## src/rtl/serial_adder_pkg.sv

```systemverilog
// Shared types and helpers for the bit-serial adder.
package serial_adder_pkg;

  typedef enum logic [1:0] {
    IDLE  = 2'd0,
    SHIFT = 2'd1,
    DONE  = 2'd2
  } state_t;

  // Bit-counter width; never narrower than one bit so WIDTH=1 still has a counter.
  function automatic int cnt_w(input int width);
    return (width <= 1) ? 1 : $clog2(width);
  endfunction

endpackage

```

## src/rtl/serial_adder_fa_cell.sv

```systemverilog
// Single-bit combinational full adder, time-shared by serial_adder.
module fa_cell (
  input  logic a,
  input  logic b,
  input  logic ci,
  output logic s,
  output logic co
);

  assign s  = a ^ b ^ ci;
  assign co = (a & b) | (a & ci) | (b & ci);

endmodule

```

## src/rtl/serial_adder.sv

```systemverilog
// Bit-serial WIDTH-bit adder: one fa_cell plus carry flop, LSB first.
// Optional subtract mode (sub port) is built when SERIAL_ADDER_SUB_EN is defined.
module serial_adder
  import serial_adder_pkg::*;
#(
  parameter int WIDTH = 8
) (
  input  logic             clk,
  input  logic             rst_n,
  input  logic             start,
  input  logic [WIDTH-1:0] a,
  input  logic [WIDTH-1:0] b,
  input  logic             cin,
`ifdef SERIAL_ADDER_SUB_EN
  input  logic             sub,
`endif
  output logic             busy,
  output logic             done,
  output logic [WIDTH-1:0] sum,
  output logic             cout
);

  localparam int            CW   = cnt_w(WIDTH);
  localparam logic [CW-1:0] LAST = CW'(WIDTH - 1);

  state_t           state;
  logic [WIDTH-1:0] a_sr;
  logic [WIDTH-1:0] b_sr;
  logic [WIDTH-1:0] res_sr;
  logic [WIDTH-1:0] res_next;
  logic             carry;
  logic [CW-1:0]    cnt;
  logic             s;
  logic             c;
  logic             sub_en;

`ifdef SERIAL_ADDER_SUB_EN
  assign sub_en = sub;
`else
  assign sub_en = 1'b0;
`endif

  fa_cell u_fa (
    .a  (a_sr[0]),
    .b  (b_sr[0]),
    .ci (carry),
    .s  (s),
    .co (c)
  );

  // New sum bit enters at the MSB; after WIDTH shifts bit 0 sits at res_sr[0].
  assign res_next = WIDTH'({s, res_sr} >> 1);

  always_ff @(posedge clk or negedge rst_n) begin
    if (!rst_n) begin
      state  <= IDLE;
      busy   <= 1'b0;
      done   <= 1'b0;
      sum    <= '0;
      cout   <= 1'b0;
      a_sr   <= '0;
      b_sr   <= '0;
      res_sr <= '0;
      carry  <= 1'b0;
      cnt    <= '0;
    end else begin
      done <= 1'b0;
      case (state)
        IDLE: begin
          if (start) begin
            // Subtraction is a + ~b + 1, so the carry flop seeds the +1.
            a_sr  <= a;
            b_sr  <= sub_en ? ~b : b;
            carry <= sub_en ? 1'b1 : cin;
            cnt   <= '0;
            busy  <= 1'b1;
            state <= SHIFT;
          end
        end
        SHIFT: begin
          res_sr <= res_next;
          a_sr   <= a_sr >> 1;
          b_sr   <= b_sr >> 1;
          carry  <= c;
          cnt    <= cnt + 1'b1;
          if (cnt == LAST) begin
            sum   <= res_next;
            cout  <= c;
            state <= DONE;
          end
        end
        DONE: begin
          done  <= 1'b1;
          busy  <= 1'b0;
          state <= IDLE;
        end
        default: begin
          busy  <= 1'b0;
          state <= IDLE;
        end
      endcase
    end
  end

endmodule

```

## config.mk

```make
export PLATFORM = sky130hd
export DESIGN_NAME = serial_adder
export DESIGN_NICKNAME = d
export VERILOG_FILES = /design/src/rtl/serial_adder_pkg.sv /design/src/rtl/serial_adder_fa_cell.sv /design/src/rtl/serial_adder.sv
export SDC_FILE = /design/constraint.sdc
export NUM_CORES = 1
export LEC_CHECK = 0
export BUFFER_PORTS_ARGS = -buffer_cell sky130_fd_sc_hd__buf_2
export CORE_MARGIN = 2
export CORE_UTILIZATION = 49
export DETAILED_ROUTE_END_ITERATION = 16
export PLACE_DENSITY_LB_ADDON = 0.3
export SETUP_SLACK_MARGIN = 0.15
export SYNTH_ARGS = -nofsm -noshare
export SYNTH_HDL_FRONTEND = slang
export SYNTH_SLANG_ARGS = --single-unit
```

## constraint.sdc

```tcl
create_clock -name clk -period 1.4 [get_ports clk]
set_input_delay 0.14 -clock clk [delete_from_list [all_inputs] [get_ports clk]]
set_output_delay 0.14 -clock clk [all_outputs]
set_load 0.05 [all_outputs]
```

==> impl_results.md, run 1 <==
* Outcome: finished, violations left
* Violated checks: setup timing
* CTS Buf Count at 5
* Hold Vio Cnt, Final at 0
* Synth Area in Compound Gates at 0.109
* RePlAce Congestion at about 0.74
* Largest net degree at the start of global routing at 22
* Met3 Resource Use GR at 0.0382
* Final Non-Filler Cells at 233
* Reg2reg path depth at 5
* Leak pwr at 1.20 nW
* Post-Synthesis Cells at 137
* CP cell instances: ha_2 -> ha_2 -> nand3b_1 -> buf_12 -> mux2_2
* Net switching power at 2.27 mW
* Critical path class: flip-flop to flip-flop
* Min-delay src: a[4]
* Worst path slowest cell: dfrtp_1
* Synth cell types at 28
* Pwr dens at 2300 nW/um2
* Startpoint Class: flip-flop
* GRT busiest layer: met2
* Yosys warns at 0
* Vias in the first global route at around 1.3k
* Setup ws final at -0.0449 ns
* Worst-Margin Slew at ~0.48 ns
* Total power at approximately 6.0 mW
* Fmax at 692 MHz
* Total Neg Setup Slack at -0.249 ns
* Final core utilization at 0.726
* Antenna violations before repair at 0
* Seq pwr share at 0.343
* CP peak stage delay at 0.39 ns
* Area leader, netlist: dfrtp_1
* XOR/XNOR Fraction of Synth Area at 0
* Cell area after synthesis at 1800 um2
* R2R Setup Slk at -0.04 ns
* M1 GR Usage at 0.245
* Hold path depth at 3
* Post-Synth Simple-Gate Area at 0.139
* Critical Path Most Common Cell: ha_2
* DR vias/cell at 5.47
* Top cells by area, synth: dfrtp_1 (56%), mux2_2 (10%), nor4b_1 (4.9%)
* Crit share post-route at 1.03
* CTS Sinks at 40
* Die span in y at roughly 65 um
* Worst r2r dst: sum[0]
* Worst-path clk slew at 0.07 ns
* Maximum vdd ir drop at ~0.0013 V
* Most frequent cells in the layout: dfrtp_1 (38), buf_2 (30), inv_1 (12)
* Clock Tree Root: clkbuf_8
* Min-delay worst type: input port to flip-flop
* Clock share of power at 0.150
* Critical path arrival at roughly 1.6 ns
* Die area at 4180 um2
* Sw frac at 0.378
* Post-route cell area at 2620 um2
* CTS Buffer Depth at 2
* RSZ-0062 raised after global routing: true
* Critical path capture point type: flip-flop
* Adder-cell share of the synthesized area at 0.0250
* Mean post-synth cell area at 13.1 um2
* GRT Total Usage at 0.193
* Final Setup Violations at 9
* Htree depth at 2
* Dpl ws at -0.0453 ns
* Total Wirelength at 3.77 mm
* Later-pin clock latency in the skew report at 0.28 ns
* Multiplexer area fraction after synthesis at 0.106
* Share of layout cells above drive strength 1 at 0.605
* Initial Util at 0.499
* Largest family of logic cells by synthesized area: simple AND/OR/NAND/NOR gates
* Dpl cells at 218
* Hold Path End: a_sr[4]
* Layout Skew at 0.00280 ns
* DRC viols at 0
* Seq/Total Area, Yosys at 0.556
* IO Pins at 31
* Post-layout min period at 1.44 ns
* CTS tree: built
* Vias at 1275
* Comb pwr share at 0.508
* Critical Path Fanout Max at 10
* Synth Register Bits at 40
* Hold WS at 0.203 ns
* ANT nets after route at 0
* I/O Buffers at 30
* Remaining Overflow, GRT at 0
* Slew Limit Fails at 0
* Post-DP Area at 2080 um2
* Area grow syn2layout at 45.4%
* Met2 Use GR at 0.337
* Diode count at 0
* Max-Slew Margin vs Limit at 0.681
* P_int at 3.74 mW
* First-pass GRT wire length at 6.18 mm
* Routed length per instance at 16.2 um
* Final #Nets at 207
* Core area at 3610 um2
* DRT iter0 DRCs at 32
* Chip Width at 64.6 um
* Post-synth top area share at 0.556
* RR Startpoint: cnt[1]
* Row cnt at 22
* WP data required at 1.57 ns
* DPL Wire Length at ~2.4 mm
* Leading cell type in the layout, fill and taps excluded: dfrtp_1
* Syn nets at 160
* Pre-antenna DRT Iters at 4
* Max Cap Viol at 0
[critical path, delay by kind of cell (launching register included)]
kind	cells	cell delay, ns
multiplexers	1	0.33
adder cells (fa/ha/maj)	2	0.35
AND/OR/NAND/NOR	1	0.12
buffers and inverters	1	0.15
flip-flops	1	0.39
[area by class of cell]
| type | count | area, um2 |
|---|---|---|
| clock buffers | 6 | 72.6 |
| clock inverters | 2 | 35.0 |
| fillers | 240 | 988 |
| inverters | 12 | 45.0 |
| multi-input cells | 73 | 998 |
| flip-flops and latches | 40 | 1000 |
| well taps | 48 | 60.1 |
| repair buffers | 52 | 403 |
[sequential cells by signal, indices dropped and copies added (netlist names)]
signal and flops:
a_sr 8, b_sr 8, sum 8, res_sr 7, cnt 3, state 2, busy 1, carry 1
cout 1, done 1
[synth_stat cells]
| cell | count |
|---|---|
| dfrtp_1 | 40 |
| mux2_2 | 16 |
| inv_1 | 12 |
| nor4b_1 | 10 |
| nor3b_1 | 8 |
| a211oi_1 | 7 |
| buf_2 | 5 |
| o221a_2 | 5 |
| or4b_1 | 4 |
| a221oi_1 | 3 |
| a21oi_1 | 2 |
| a22o_1 | 2 |
| buf_6 | 2 |
| clkbuf_1 | 2 |
| clkbuf_2 | 2 |
| ha_1 | 2 |
| nand2b_1 | 2 |
| nor2b_1 | 2 |
| nor4bb_1 | 2 |
| a211o_1 | 1 |
| a21o_1 | 1 |
| buf_4 | 1 |
| fa_1 | 1 |
| mux2i_1 | 1 |
| nand3b_1 | 1 |
| o21ba_2 | 1 |
| o21bai_1 | 1 |
| or4b_2 | 1 |
[power groups by stage]
stage / logic, mW / clock network, mW / registers (mW)
2_1_floorplan: 1.26 / 0 / 2.47
3_3_place_gp: 2.24 / 0 / 2.02
3_5_place_dp: 2.31 / 0 / 2.06
4_1_cts: 2.78 / 0.920 / 2.04
5_1_grt: 3.27 / 0.988 / 2.13
6_report: 3.05 / 0.901 / 2.06
[worst max-delay path by stage]
| stage | endpoint | from | cells after the start | slack (ns) |
|---|---|---|---|---|
| finish | sum[0] | cnt[1] | 5 | -0.04 |
| global placement | sum[6] | cnt[1] | 5 | -0.01 |
| global route | sum[0] | cnt[1] | 5 | -0.09 |
| floorplan | cout | cnt[0] | 5 | 0.03 |
| CTS | sum[0] | cnt[1] | 5 | -0.05 |
| detailed placement | sum[5] | cnt[1] | 5 | -0.05 |
[timing repair]
| action | 4_1_cts | 5_1_grt |
|---|---|---|
| setup buffers | 3 | 1 |
| endpoints found under the hold margin | 19 | 0 |
| resized for setup | 42 | 22 |
| hold buffers | 1 | 0 |
| pin swaps | 3 | 8 |
| endpoints found under the setup margin | 32 | 33 |
| cloned | 1 | 1 |
[kinds of logic after synthesis]
group,Yosys count
and+or+nand+nor,30
muxes,17
DFF,40
buffers and inverters,24
adders and majority gates,3
AOI/OAI and AO/OA,23
[routing by layer]
metal,share of wire,wire [um]
met1,0.41,1560
met2,0.52,1980
met3,0.041,153
met4,0.020,76
met5,0,0
(Power assumes the default switching activity.)
==> run 2: changes to the inputs <==
ABC_AREA = 1   (was unset)
CORE_UTILIZATION = 50   (was 49)
PLACE_DENSITY = 0.82   (was unset)
PLACE_DENSITY_LB_ADDON = unset   (was 0.3)
==> run 2 against run 1 <==
- the run now ends clean
- largest power group unchanged
- wire length fell by 5.1%
- clock power down 15%
- sequential share of layout area is 6.7 points higher
- utilization shrank 11 points
==> impl_results.md, run 2 <==
* Outcome: finished, final reports clean
* CTS tree: built
* Critical Path Fanout Max at 8 (-2)
* Min-delay worst type: input port to flip-flop
* Seq/Total Area, Yosys at 0.539 (-0.0172)
* DR vias/cell at 4.94 (-9.7%)
* Die span in y at 65.0 um (+0.53%)
* P_int at 2.85 mW (-24%)
* R2R Setup Slk at 0.14 ns (+0.19 ns)
* Worst path slowest cell: dfrtp_1
* CTS Buf Count at 5 (unchanged)
* Commonest cells post-synth: nand2_1 (104), dfrtp_1 (40), nand3_1 (19)
* Max Cap Viol at 0 (unchanged)
* RR Startpoint: cnt[0]
* Critical path arrival at 1.44 ns (-0.18 ns)
* Post-synth top area share at 0.539 (-0.0172)
* Most common cell in the netlist: nand2_1
* Yosys warns at 0 (unchanged)
* Die area at 4220 um2 (+1.1%)
* First-pass GRT wire length at 5.78 mm (-6.6%)
* Routed length per instance at 12.0 um (-26%)
* Clock share of power at 0.151 (about the same)
* Cell area after synthesis at 1860 um2 (+3.2%)
* Fmax at 796 MHz (+15%)
* Startpoint Class: flip-flop
* Regs by FF count: a_sr x8, b_sr x8, sum x8
* CTS Buffer Depth at 2 (unchanged)
* Layout Skew at 0.00591 ns (+0.00311 ns)
* Critical Path Most Common Cell: nand2_2
* Top cells by area, synth: dfrtp_1 (54%), nand2_1 (21%), nand3_1 (5.1%)
* Pre-antenna DRT Iters at 4 (unchanged)
* DRT iter0 DRCs at 96 (+200%)
* Worst-path clk slew at 0.07 ns (about the same)
* Maximum vdd ir drop at 0.000846 V (-35%)
* CTS Sinks at 40 (unchanged)
* Final #Nets at 272 (+31%)
* I/O Buffers at 30 (unchanged)
* Setup ws final at 0.144 ns (+0.189 ns)
* Critical path class: flip-flop to flip-flop
* WP data required at 1.58 ns (about the same)
* Leading cell type in the layout, fill and taps excluded: nand2_1
* DPL Wire Length at 2.21 mm (-9.3%)
* Sw frac at 0.438 (+0.0602)
* Initial Util at 0.515 (+0.0160)
* FFs w/ async S/R, synth at 1.00 (unchanged)
* Seq pwr share at 0.391 (+0.048)
* Clock Tree Root: clkbuf_8
* Most frequent cells in the layout: nand2_1 (96), dfrtp_1 (39), buf_2 (30)
* Leak pwr at 1.20 nW (+0.57%)
* Total Neg Setup Slack at 0 ns (+0.249 ns)
* Vias at 1472 (+15%)
* DRC viols at 0 (unchanged)
* Diode count at 0 (unchanged)
* Dpl ws at 0.0891 ns (+0.134 ns)
* Post-synth EDFFs at 0 (unchanged)
* Chip Width at 65.0 um (+0.53%)
* Worst r2r dst: sum[0]
* Reg2reg path depth at 6 (+1)
* Dominant synthesized flop cell: dfrtp_1
* Synth cell types at 19 (-32%)
* Synth Register Bits at 40 (unchanged)
* Syn nets at 235 (+47%)
* Htree depth at 2 (unchanged)
* Pwr dens at 2280 nW/um2 (-0.73%)
* RePlAce Congestion at 0.799 (+8.4%)
* Vias in the first global route at 1326 (+0.15%)
* Mean post-synth cell area at 8.76 um2 (-33%)
* Comb pwr share at 0.457 (-0.051)
* Later-pin clock latency in the skew report at 0.29 ns (about the same)
* CP peak stage delay at 0.38 ns (about the same)
* CP cell instances: ha_2 -> ha_4 -> nand3_4 -> buf_12 -> nand2_2 -> nand2_2
* Min-delay src: b[7]
* Antenna violations before repair at 0 (unchanged)
* Net switching power at 2.22 mW (-2.2%)
* ANT nets after route at 0 (unchanged)
* Hold WS at 0.0846 ns (-0.118 ns)
* Slew Limit Fails at 0 (unchanged)
* Crit share post-route at 0.897 (-0.135)
* Hold Vio Cnt, Final at 0 (unchanged)
* Hold Path End: b_sr[7]
* Fill count at 287 (+20%)
* Total Wirelength at 3.58 mm (-5.1%)
* Final Setup Violations at 0 (-9)
* Critical path capture point type: flip-flop
* Post-layout min period at 1.26 ns (-0.189 ns)
* IO Pins at 31 (unchanged)
* Post-Synthesis Cells at 212 (+55%)
* Area leader, netlist: dfrtp_1
* GRT Total Usage at 0.182 (-0.0113)
* Hold path depth at 3 (unchanged)
* Core area at 3610 um2 (unchanged)
* Row cnt at 22 (unchanged)
* Share of layout cells above drive strength 1 at 0.292 (-0.313)
* Area grow syn2layout at 19.7%
* Remaining Overflow, GRT at 0 (unchanged)
* Worst-Margin Slew at 0.480 ns (+0.00121 ns)
* RSZ-0062 raised after global routing: true
* Largest net degree at the start of global routing at 41 (+86%)
* Max-Slew Margin vs Limit at 0.680 (-0.000805)
-- run 2: metrics by stage --
step	util	cells	cell area (um2)	total power [mW]
global route	0.617	298	2220	5.47
floorplan	-	212	1860	3.73
CTS	0.593	295	2140	4.90
finish	0.617	298	2220	5.07
detailed placement	0.561	286	2020	4.09
global placement	0.561	286	2020	4.02
-- run 2: power by group through the flow --
| stage | clock network (mW) | logic (mW) | registers (mW) |
|---|---|---|---|
| floorplan | 0 | 1.40 | 2.33 |
| global placement | 0 | 2.08 | 1.95 |
| detailed placement | 0 | 2.13 | 1.95 |
| CTS | 0.777 | 2.18 | 1.95 |
| global route | 0.855 | 2.58 | 2.04 |
| finish | 0.767 | 2.32 | 1.98 |
-- run 2: worst max-delay path, delay by kind of cell, from the launching register on --
kind,cells,cell delay (ns)
AND/OR/NAND/NOR,3,0.24
flip-flops,1,0.38
adder cells (fa/ha/maj),2,0.36
buffers and inverters,1,0.17
-- run 2: final cells by class --
class | instances | area [um2] | area share
flip-flops and latches | 40 | 1000 | 0.451
multi-input cells | 150 | 759 | 0.342
repair buffers | 41 | 265 | 0.119
clock buffers | 8 | 90.1 | 0.0405
well taps | 48 | 60.1 | 0.0270
inverters | 11 | 46.3 | 0.0208
-- run 2: how the worst max path moves through the flow --
stage | start | endpoint | slack [ns] | cells past startpoint
2_1_floorplan | cnt[0] | cout | 0.17 | 6
3_3_place_gp | cnt[0] | sum[5] | 0.15 | 6
3_5_place_dp | state[0] | a_sr[5] | 0.09 | 5
4_1_cts | cnt[0] | sum[3] | 0.16 | 6
5_1_grt | cnt[0] | sum[0] | 0.11 | 6
6_report | cnt[0] | sum[0] | 0.14 | 6
-- run 2: layer usage --
| layer | global-route usage | wire [um] | share of wire | up-vias |
|---|---|---|---|---|
| met5 | 0 | 0 | 0 | - |
| met2 | 0.294 | 1710 | 0.48 | 42 |
| met1 | 0.224 | 1570 | 0.44 | 681 |
| met3 | 0.0486 | 180 | 0.050 | 9 |
| met4 | 0.0931 | 115 | 0.032 | 0 |
| li1 | - | - | - | 740 |
-- run 2: cell families (layout without fill, tap and decap cells) --
| logic type | Yosys count | after routing | share of synthesized area |
|---|---|---|---|
| buf+inv | 22 | 60 | 0.0822 |
| compound gates | 18 | 18 | 0.0687 |
| fa+ha+maj | 3 | 3 | 0.0242 |
| flops | 40 | 40 | 0.539 |
| simple gates | 129 | 129 | 0.286 |
-- run 2: repair_timing --
item                                    CTS  global route
gates resized for setup                   4            15
hold buffers                              1             0
setup buffers                             0             2
endpoints found under the hold margin    40             0
endpoints found under the setup margin   26            12
cloned                                    0             1
pin swaps                                 0             4
